<file path="src/rtl/bu_ndiag_pe.sv">
// bu_ndiag_pe: non-diagonal boundary-unit processing element.
// Streams (a_i, b_i) pairs and produces result = bias + sum(a_i * b_i) in signed
// Q(DATA_W-FRAC_W).FRAC_W fixed point through a capture / multiply / accumulate
// pipeline, followed by a saturating output register (last element -> result in 3 edges).
// Optional build macro BU_NDIAG_ROUND_EN: round-half-up product scaling instead of
// truncation toward minus infinity.
module bu_ndiag_pe #(
    parameter int unsigned DATA_W  = 32,
    parameter int unsigned FRAC_W  = 16,
    parameter int unsigned MAX_LEN = 64,
    localparam int unsigned GUARD_W = $clog2(MAX_LEN) + 1,
    localparam int unsigned ACC_W   = DATA_W + GUARD_W,
    localparam int unsigned CNT_W   = $clog2(MAX_LEN + 1)
) (
    input  logic              clock,
    input  logic              aclr_n,
    input  logic              clk_en,
    input  logic              data_in_flag,
    input  logic              first,
    input  logic              last,
    input  logic [DATA_W-1:0] dataa_mul,
    input  logic [DATA_W-1:0] datab_mul,
    input  logic [DATA_W-1:0] data_b_accum,
    output logic [DATA_W-1:0] result,
    output logic              data_available,
    output logic              zero,
    output logic              overflow,
    output logic              underflow,
    output logic              seq_err,
    output logic [CNT_W-1:0]  elem_cnt
);

    localparam int unsigned PROD_W = 2 * DATA_W;
    localparam int unsigned EXT_W  = PROD_W + 1;  // headroom for the rounding add
    localparam logic [ACC_W-1:0]  ACC_MAX = {1'b0, {(ACC_W-1){1'b1}}};
    localparam logic [ACC_W-1:0]  ACC_MIN = {1'b1, {(ACC_W-1){1'b0}}};
    localparam logic [DATA_W-1:0] RES_MAX = {1'b0, {(DATA_W-1){1'b1}}};
    localparam logic [DATA_W-1:0] RES_MIN = {1'b1, {(DATA_W-1){1'b0}}};

    typedef enum logic [0:0] {StIdle, StAccum} state_e;

    state_e           state_q, state_d;
    logic [CNT_W-1:0] cnt_q, new_cnt;
    logic             accept, start, emit, frame_err;

    assign accept = clk_en & data_in_flag;

    // Framing state register: only accepted elements advance the frame
    always_ff @(posedge clock or negedge aclr_n) begin
        if (!aclr_n) begin
            state_q <= StIdle;
            cnt_q   <= '0;
        end else if (accept) begin
            state_q <= state_d;
            cnt_q   <= new_cnt;
        end
    end

    // Framing next state: any emission closes the vector
    always_comb begin
        state_d = emit ? StIdle : StAccum;
    end

    // Framing outputs: an element in IDLE always opens a vector; first in ACCUM restarts one
    always_comb begin
        start     = (state_q == StIdle) | first;
        new_cnt   = start ? CNT_W'(1) : cnt_q + CNT_W'(1);
        emit      = last | (new_cnt == CNT_W'(MAX_LEN));
        frame_err = ((state_q == StIdle) & ~first) | ((state_q == StAccum) & first)
                  | (~last & (new_cnt == CNT_W'(MAX_LEN)));
    end

    // S1: capture operands and framing decisions
    logic                     s1_vld, s1_start, s1_emit;
    logic [CNT_W-1:0]         s1_cnt;
    logic signed [DATA_W-1:0] s1_a, s1_b;
    logic [DATA_W-1:0]        s1_bias;

    always_ff @(posedge clock or negedge aclr_n) begin
        if (!aclr_n) begin
            s1_vld   <= 1'b0;
            s1_start <= 1'b0;
            s1_emit  <= 1'b0;
            s1_cnt   <= '0;
            s1_a     <= '0;
            s1_b     <= '0;
            s1_bias  <= '0;
            seq_err  <= 1'b0;
        end else if (clk_en) begin
            s1_vld  <= data_in_flag;
            seq_err <= data_in_flag & frame_err;
            if (data_in_flag) begin
                s1_start <= start;
                s1_emit  <= emit;
                s1_cnt   <= new_cnt;
                s1_a     <= dataa_mul;
                s1_b     <= datab_mul;
                if (start) s1_bias <= data_b_accum;
            end
        end
    end

    // S2 datapath: full product, scale by FRAC_W, clamp into accumulator range
    logic signed [PROD_W-1:0] prod_full;
    logic signed [EXT_W-1:0]  prod_ext, prod_scaled;
    logic                     prod_in_range, prod_udf;
    logic [ACC_W-1:0]         prod_sat;

    always_comb begin
        prod_full = PROD_W'(s1_a) * PROD_W'(s1_b);
        prod_ext  = {prod_full[PROD_W-1], prod_full};
`ifdef BU_NDIAG_ROUND_EN
        prod_ext  = prod_ext + (EXT_W'(1) << (FRAC_W - 1));
`endif
        prod_scaled   = prod_ext >>> FRAC_W;
        prod_in_range = (&prod_scaled[EXT_W-1:ACC_W-1]) | ~(|prod_scaled[EXT_W-1:ACC_W-1]);
        prod_sat      = prod_in_range ? prod_scaled[ACC_W-1:0]
                      : (prod_scaled[EXT_W-1] ? ACC_MIN : ACC_MAX);
        prod_udf      = (prod_full != '0) && (prod_scaled == '0);
    end

    // S2: register scaled product and its status
    logic              s2_vld, s2_start, s2_emit, s2_ovf, s2_udf;
    logic [CNT_W-1:0]  s2_cnt;
    logic [DATA_W-1:0] s2_bias;
    logic [ACC_W-1:0]  s2_prod;

    always_ff @(posedge clock or negedge aclr_n) begin
        if (!aclr_n) begin
            s2_vld   <= 1'b0;
            s2_start <= 1'b0;
            s2_emit  <= 1'b0;
            s2_ovf   <= 1'b0;
            s2_udf   <= 1'b0;
            s2_cnt   <= '0;
            s2_bias  <= '0;
            s2_prod  <= '0;
        end else if (clk_en) begin
            s2_vld <= s1_vld;
            if (s1_vld) begin
                s2_start <= s1_start;
                s2_emit  <= s1_emit;
                s2_ovf   <= ~prod_in_range;
                s2_udf   <= prod_udf;
                s2_cnt   <= s1_cnt;
                s2_bias  <= s1_bias;
                s2_prod  <= prod_sat;
            end
        end
    end

    // S3 datapath: saturating accumulate, bias load on the first element
    logic [ACC_W-1:0] acc_q, acc_base, acc_d;
    logic [ACC_W:0]   acc_sum;
    logic             acc_ok, ovf_q, ovf_d, udf_q, udf_d;

    always_comb begin
        acc_base = s2_start ? {{GUARD_W{s2_bias[DATA_W-1]}}, s2_bias} : acc_q;
        acc_sum  = {acc_base[ACC_W-1], acc_base} + {s2_prod[ACC_W-1], s2_prod};
        acc_ok   = (acc_sum[ACC_W] == acc_sum[ACC_W-1]);
        acc_d    = acc_ok ? acc_sum[ACC_W-1:0] : (acc_sum[ACC_W] ? ACC_MIN : ACC_MAX);
        ovf_d    = (~s2_start & ovf_q) | s2_ovf | ~acc_ok;
        udf_d    = (~s2_start & udf_q) | s2_udf;
    end

    // S3: accumulator and per-vector sticky status
    logic             s3_emit;
    logic [CNT_W-1:0] s3_cnt;

    always_ff @(posedge clock or negedge aclr_n) begin
        if (!aclr_n) begin
            acc_q   <= '0;
            ovf_q   <= 1'b0;
            udf_q   <= 1'b0;
            s3_emit <= 1'b0;
            s3_cnt  <= '0;
        end else if (clk_en) begin
            s3_emit <= s2_vld & s2_emit;
            if (s2_vld) begin
                acc_q  <= acc_d;
                ovf_q  <= ovf_d;
                udf_q  <= udf_d;
                s3_cnt <= s2_cnt;
            end
        end
    end

    // Output clamp of the accumulator to DATA_W
    logic              res_in_range;
    logic [DATA_W-1:0] res_sat;

    always_comb begin
        res_in_range = (&acc_q[ACC_W-1:DATA_W-1]) | ~(|acc_q[ACC_W-1:DATA_W-1]);
        res_sat      = res_in_range ? acc_q[DATA_W-1:0] : (acc_q[ACC_W-1] ? RES_MIN : RES_MAX);
    end

    // Output register: result and flags held between emissions
    always_ff @(posedge clock or negedge aclr_n) begin
        if (!aclr_n) begin
            result         <= '0;
            data_available <= 1'b0;
            zero           <= 1'b0;
            overflow       <= 1'b0;
            underflow      <= 1'b0;
            elem_cnt       <= '0;
        end else if (clk_en) begin
            data_available <= s3_emit;
            if (s3_emit) begin
                result    <= res_sat;
                zero      <= (res_sat == '0);
                overflow  <= ovf_q | ~res_in_range;
                underflow <= udf_q;
                elem_cnt  <= s3_cnt;
            end
        end
    end

endmodule

</file>
<file path="config.mk">
export PLATFORM = sky130hd
export DESIGN_NAME = bu_ndiag_pe
export DESIGN_NICKNAME = d
export VERILOG_FILES = /design/src/rtl/bu_ndiag_pe.sv
export SDC_FILE = /design/constraint.sdc
export NUM_CORES = 2
export LEC_CHECK = 0
export ABC_AREA = 0
export BUFFER_PORTS_ARGS = -buffer_cell sky130_fd_sc_hd__buf_2
export CORE_UTILIZATION = 44
export CTS_BUF_LIST = sky130_fd_sc_hd__clkbuf_8
export CTS_CLUSTER_SIZE = 10
export DETAILED_ROUTE_END_ITERATION = 6
export GPL_ROUTABILITY_DRIVEN = 0
export HOLD_SLACK_MARGIN = 0.12
export PLACE_DENSITY = 0.65
export RECOVER_POWER = 25
export SKIP_LAST_GASP = 1
export SLEW_MARGIN = 15
export SYNTH_ARGS = -nofsm -noshare
export SYNTH_HDL_FRONTEND = slang
export SYNTH_SLANG_ARGS = --single-unit
export TNS_END_PERCENT = 50
</file>
<file path="constraint.sdc">
create_clock -name clock -period 10.2 [get_ports clock]
set_input_delay 0 -clock clock [delete_from_list [all_inputs] [get_ports clock]]
set_output_delay 0 -clock clock [all_outputs]
set_load 0.02 [all_outputs]
</file>
-- Word-level counts from Yosys, hierarchy flattened
Cells that the tools add are included.
- $mul: 1
- add/sub/neg operators: 2
- bitwise logic cells: 27
- reductions and logical operators: 13
- eq/ne operators: 2
- muxes and demuxes: 9
- operator list (operator ; count):
    $mux W39 ; 5
    $logic_not A65 Y1 ; 1
    $mul A32 B32 Y64 ; 1
    $mux W32 ; 2
    $reduce_bool A64 Y1 ; 1
    $add A39 B39 Y40 ; 1
    $logic_not A32 Y1 ; 1
    $or A1 B1 Y1 ; 10
    $reduce_and A10 Y1 ; 1
    $reduce_or A10 Y1 ; 1
    $not A1 Y1 ; 9
    $and A1 B1 Y1 ; 8
    $reduce_and A2 Y1 ; 4
    $reduce_and A8 Y1 ; 1
    $reduce_or A8 Y1 ; 1
    $add A7 B1 Y7 const B ; 1
    $eq A7 B7 Y1 const B ; 1
    $mux W7 ; 1
    $reduce_and A3 Y1 ; 1
    $eq A1 B1 Y1 ; 1
    $logic_and A1 B1 Y1 ; 1
    $mux W1 ; 1
- bits in registers: 290
- output and inout bits: 44
- input port bits: 102
- logic and storage cells: 83

-- Depth between registers and ports, before layout
- depth in word-level cells: 7
- gate-level depth with buffers: 32
- mapped depth without buffers: 29

-- Least setup slack after synthesis
Ideal clock, no wire load.
- kind: reg-to-reg
- start: register s1_a[31]
- end: register s2_ovf
- arrival: 8.378 ns
- stages on the path, launching flop included: 32
- slack: 1.698 ns
- required time: 10.075 ns
- path buffers: 2
- library setup time: 0.125 ns
- cell sequence: dfrtp_1 clkbuf_1 nand2_1 inv_1 fa_1 inv_1 fa_1 inv_1 fa_1 fa_1 inv_1 fa_1 inv_1 fa_1 inv_1 fa_1 inv_1 fa_1 ha_1 a21o_1 a21o_1 a21oi_1 a31oi_1 a311o_1 a21oi_1 o31a_1 xnor2_1 nand4_1 nor4b_2 a21oi_2 buf_6 mux2_2
- longest elaborated chain between the ends: 5
- elaborated cells on any way between the ends: 6
- RTL lines (element ; line ; text):
    start, declared ; 76 ; logic signed [DATA_W-1:0] s1_a, s1_b;
    start signal, assigned ; 96 ; s1_a <= dataa_mul;
    $mul A32 B32 Y64 (*) ; 110 ; prod_full = PROD_W'(s1_a) * PROD_W'(s1_b);
    $reduce_or A10 Y1 ; 116 ; prod_in_range = (&prod_scaled[EXT_W-1:ACC_W-1]) | ~(|prod_scaled[EXT_W-1:ACC_W-1]);
    $not A1 Y1 ; 116 ;
    $or A1 B1 Y1 (*) ; 116 ;
    $not A1 Y1 (*) ; 143 ; s2_ovf <= ~prod_in_range;
    end signal, assigned ; 143 ;
    end, declared ; 123 ; logic s2_vld, s2_start, s2_emit, s2_ovf, s2_udf;
Every way passes the cells marked *; elsewhere a longest branch is shown, timed or not.
A chain may end at the register's enable or synchronous reset.

-- Final worst setup path
- start: register s1_b[2]
- end: register s2_prod[20]
- longest elaborated chain between the ends: 5
- elaborated cells on any way between the ends: 7
- RTL lines (element ; line ; text):
    start, declared ; 76 ;
    start signal, assigned ; 97 ; s1_b <= datab_mul;
    $mul A32 B32 Y64 (*) ; 110 ;
    $reduce_or A10 Y1 ; 116 ;
    $not A1 Y1 ; 116 ;
    $or A1 B1 Y1 ; 116 ;
    $mux W39 (*) ; 117 ; prod_sat = prod_in_range ? prod_scaled[ACC_W-1:0]
    end signal, assigned ; 147 ; s2_prod <= prod_sat;
    end, declared ; 126 ; logic [ACC_W-1:0] s2_prod;
Marked as above.

==> results.cfg <==
[drt]
dr.pass1.iters = 5
route.detailed.wl_per_inst_um = 18.7
wirelength_um = 131000
ant_nets = 0
vias = 36565
viasPerCell = 5.23
initialDrtViolationCount = 2317
drc = 0

[min_path]
hold_depth = 5
hold_path_end = seq_err$_DFFE_PN0P_
hp-start = last
hold_class = input pin to register

[cells_and_area]
area_growth_pct = 10.4
fin_nets = 6874
post-route-util_pct = 49.1
fillers = 10586
drive_above_1_share_pct = 8.33
final-seq-area_um2 = 7080
multi_input_area_um2 = 38300

[sta]
rsz0062_at_grt = false
max_slew.worst_pin.slew_ns = 5.34
tns_ns = 0
fin_crit_sh_pct = 95.1
period_needed_ns = 9.70
hold_viol_final = 0
setup_viol = 0
slew_headroom_pct = -256
drv_slew = 123
max_freq_mhz = 103
fin_worst_skew_ns = 0.0499

[setup_path]
ff2ff_setup_slack_ns = 0.50
cp.required_ns = 10.77
cpMaxStageDelayCell = dfrtp_1
cp_max_fo = 22
arrival_ns = 10.26
crit_path_start_kind = register
rr_worst_depth = 29
cpMostUsedCell = fa_1
slowest_delay_ns = 0.83
crit_type = register to register
r2r_end = s2_prod[20]$_DFFE_PN0P_
rr_startpoint = s1_b[2]$_DFFE_PN0P_
crit_path_end_kind = register
crit_start = s1_b[2]$_DFFE_PN0P_

[outcome]
failed_checks = capacitance limit, slew limit
status = complete, but fails checks

[clock_tree]
cts_made_buffers = 54
clkSlewWorstSetupHoldPaths_ns = 0.06
clkLatencyLatePin_ns = 0.70
clock-sinks = 283
cts_buffer_depth = 3
ctsResizeCount = 0
cts_tree = done
htree_levels = 2
cts-root-buf = clkbuf_8

[synthesis]
postSynthAreaPerCell_um2 = 9.54
ys_warn_count = 0
synth_top_area_cell = fa_1
synth_cell_types = 79
synth.top_cell.area_share_pct = 43.3
ys_seq_area_share_pct = 14.1
postSynthCellCount = 5252
synth.area.top_cells = fa_1, dfrtp_1, inv_1
synth-main-ff-cell = dfrtp_1
synth_nets = 6662
synth_edf_count = 0
syn_area_um2 = 50100
synthArstFlopShare_pct = 100
ys_seq_elements = 283

[floorplan]
die_area_um2 = 115000
die_w_um = 339
die_height_um = 339
initial_utilization_pct = 44.5
coreArea_um2 = 113000
rows = 123
pin_count = 146

[place]
numPortBuffers = 145
hpwl_um = 106000

[grt]
grt_first_pass_wirelength_um = 218000
grt_pass1_vias = 40010
grt_max_degree = 83
overflow = 0
grt_use_total_pct = 23.9
antenna_found_initial = 3

[run]
cap_viol_max_count = 2
==> critical path, delay by kind of cell, from the launching register on <==
kind	cells	cell delay, ns
buffers and inverters	7	1.16
flip-flops	1	0.83
AND/OR/NAND/NOR	7	1.37
AO/OA/AOI/OAI	5	1.48
adder cells (fa/ha/maj)	9	4.55
XOR/XNOR	1	0.15
==> cell usage after synthesis (21+ instances only) <==
master and n:
a21o_1 38, a21oi_1 140, and2_1 523, clkbuf_1 249, dfrtp_1 283, fa_1 1083
ha_1 225, inv_1 959, mux2_2 145, nand2_1 774, nand3_1 24, nand4_1 27
nor2_1 160, nor3_1 26, nor4_1 21, o21a_1 24, o21ai_0 150, o21ai_1 29
o22ai_1 31, xnor2_1 67, xor2_1 36
==> state kept, by name (all words and copies together) (netlist names), 7 cells and up <==
| signal | flops |
|---|---|
| acc_q | 39 |
| cnt_q | 7 |
| elem_cnt | 7 |
| result | 32 |
| s1_a | 32 |
| s1_b | 32 |
| s1_bias | 32 |
| s2_bias | 32 |
| s2_cnt | 7 |
| s2_prod | 39 |
| s3_cnt | 7 |
==> cells in the final DEF, fill, tap and decap left out, types with 12 or more instances in the layout <==
cell           netlist  final
a21o_1              38     38
a21oi_1            140    140
a31oi_1             17     17
and2_1             523    522
and3_1              12     12
buf_2               17     99
buf_4                4     97
clkbuf_1           249     47
clkbuf_8             0     61
dfrtp_1            283    283
dlygate4sd3_1        0    196
fa_1              1083   1083
ha_1               225    225
inv_1              959    971
mux2_2             145    145
nand2_1            774    773
nand2b_1            16     16
nand3_1             24     24
nand4_1             27     27
nor2_1             160    160
nor3_1              26     26
nor4_1              21     21
o21a_1              24     24
o21ai_0            150    150
o21ai_1             29     29
o21bai_1            12     12
o22ai_1             31     30
o31ai_1             18     18
xnor2_1             67     67
xor2_1              36     36
==> layout make-up <==
cell class	count	area share, %
Inverter	959	6.50
Timing Repair Buffer	440	6.11
Antenna cell	3	0.0136
Clock inverter	26	0.393
Multi-Input combinational cell	3726	69.3
Sequential cell	283	12.8
Tap cell	1500	3.39
Clock buffer	61	1.52
==> through the flow <==
stage	cells	cell area (um^2)	setup WS, ns	hold slack [ns]
finish	6998	55300	0.501	0.182
global route	6997	55300	0.0450	0.169
CTS	6995	55400	0.541	0.124
detailed placement	6711	52400	0.547	0.115
global placement	6711	52400	0.726	0.126
floorplan	5252	50100	1.70	-0.296
==> logic make-up after synthesis <==
kind of cell	synth area share, %
muxes	3.30
DFF	14.1
and+or+nand+nor	15.6
buffers and inverters	9.42
adders and majority gates	48.9
xor gates and xnor gates	1.80
AOI/OAI and AO/OA	6.83
==> worst max-delay path by stage <==
stage | endpoint | cells after the start
global placement | s2_prod[3]$_DFFE_PN0P_ | 29
floorplan | s2_ovf$_DFFE_PN0P_ | 31
CTS | s2_prod[6]$_DFFE_PN0P_ | 29
detailed placement | s2_prod[20]$_DFFE_PN0P_ | 29
global route | s2_prod[2]$_DFFE_PN0P_ | 29
finish | s2_prod[20]$_DFFE_PN0P_ | 29
==> what timing repair did <==
action | CTS | global route
setup buffers | 0 | 0
endpoints found under the hold margin | 245 | 0
hold buffers | 197 | 0
==> routing by layer <==
metal | track usage, % | vias to the layer above | wire length [um]
li1 | - | 16348 | -
met1 | 31.6 | 19036 | 55200
met2 | 41.6 | 969 | 65500
met3 | 2.83 | 212 | 6490
met4 | 6.44 | 0 | 3450
met5 | 0 | - | 0
Power is not shown: default switching activity piles up to over one toggle a cycle in this logic, so the estimate is an artifact.
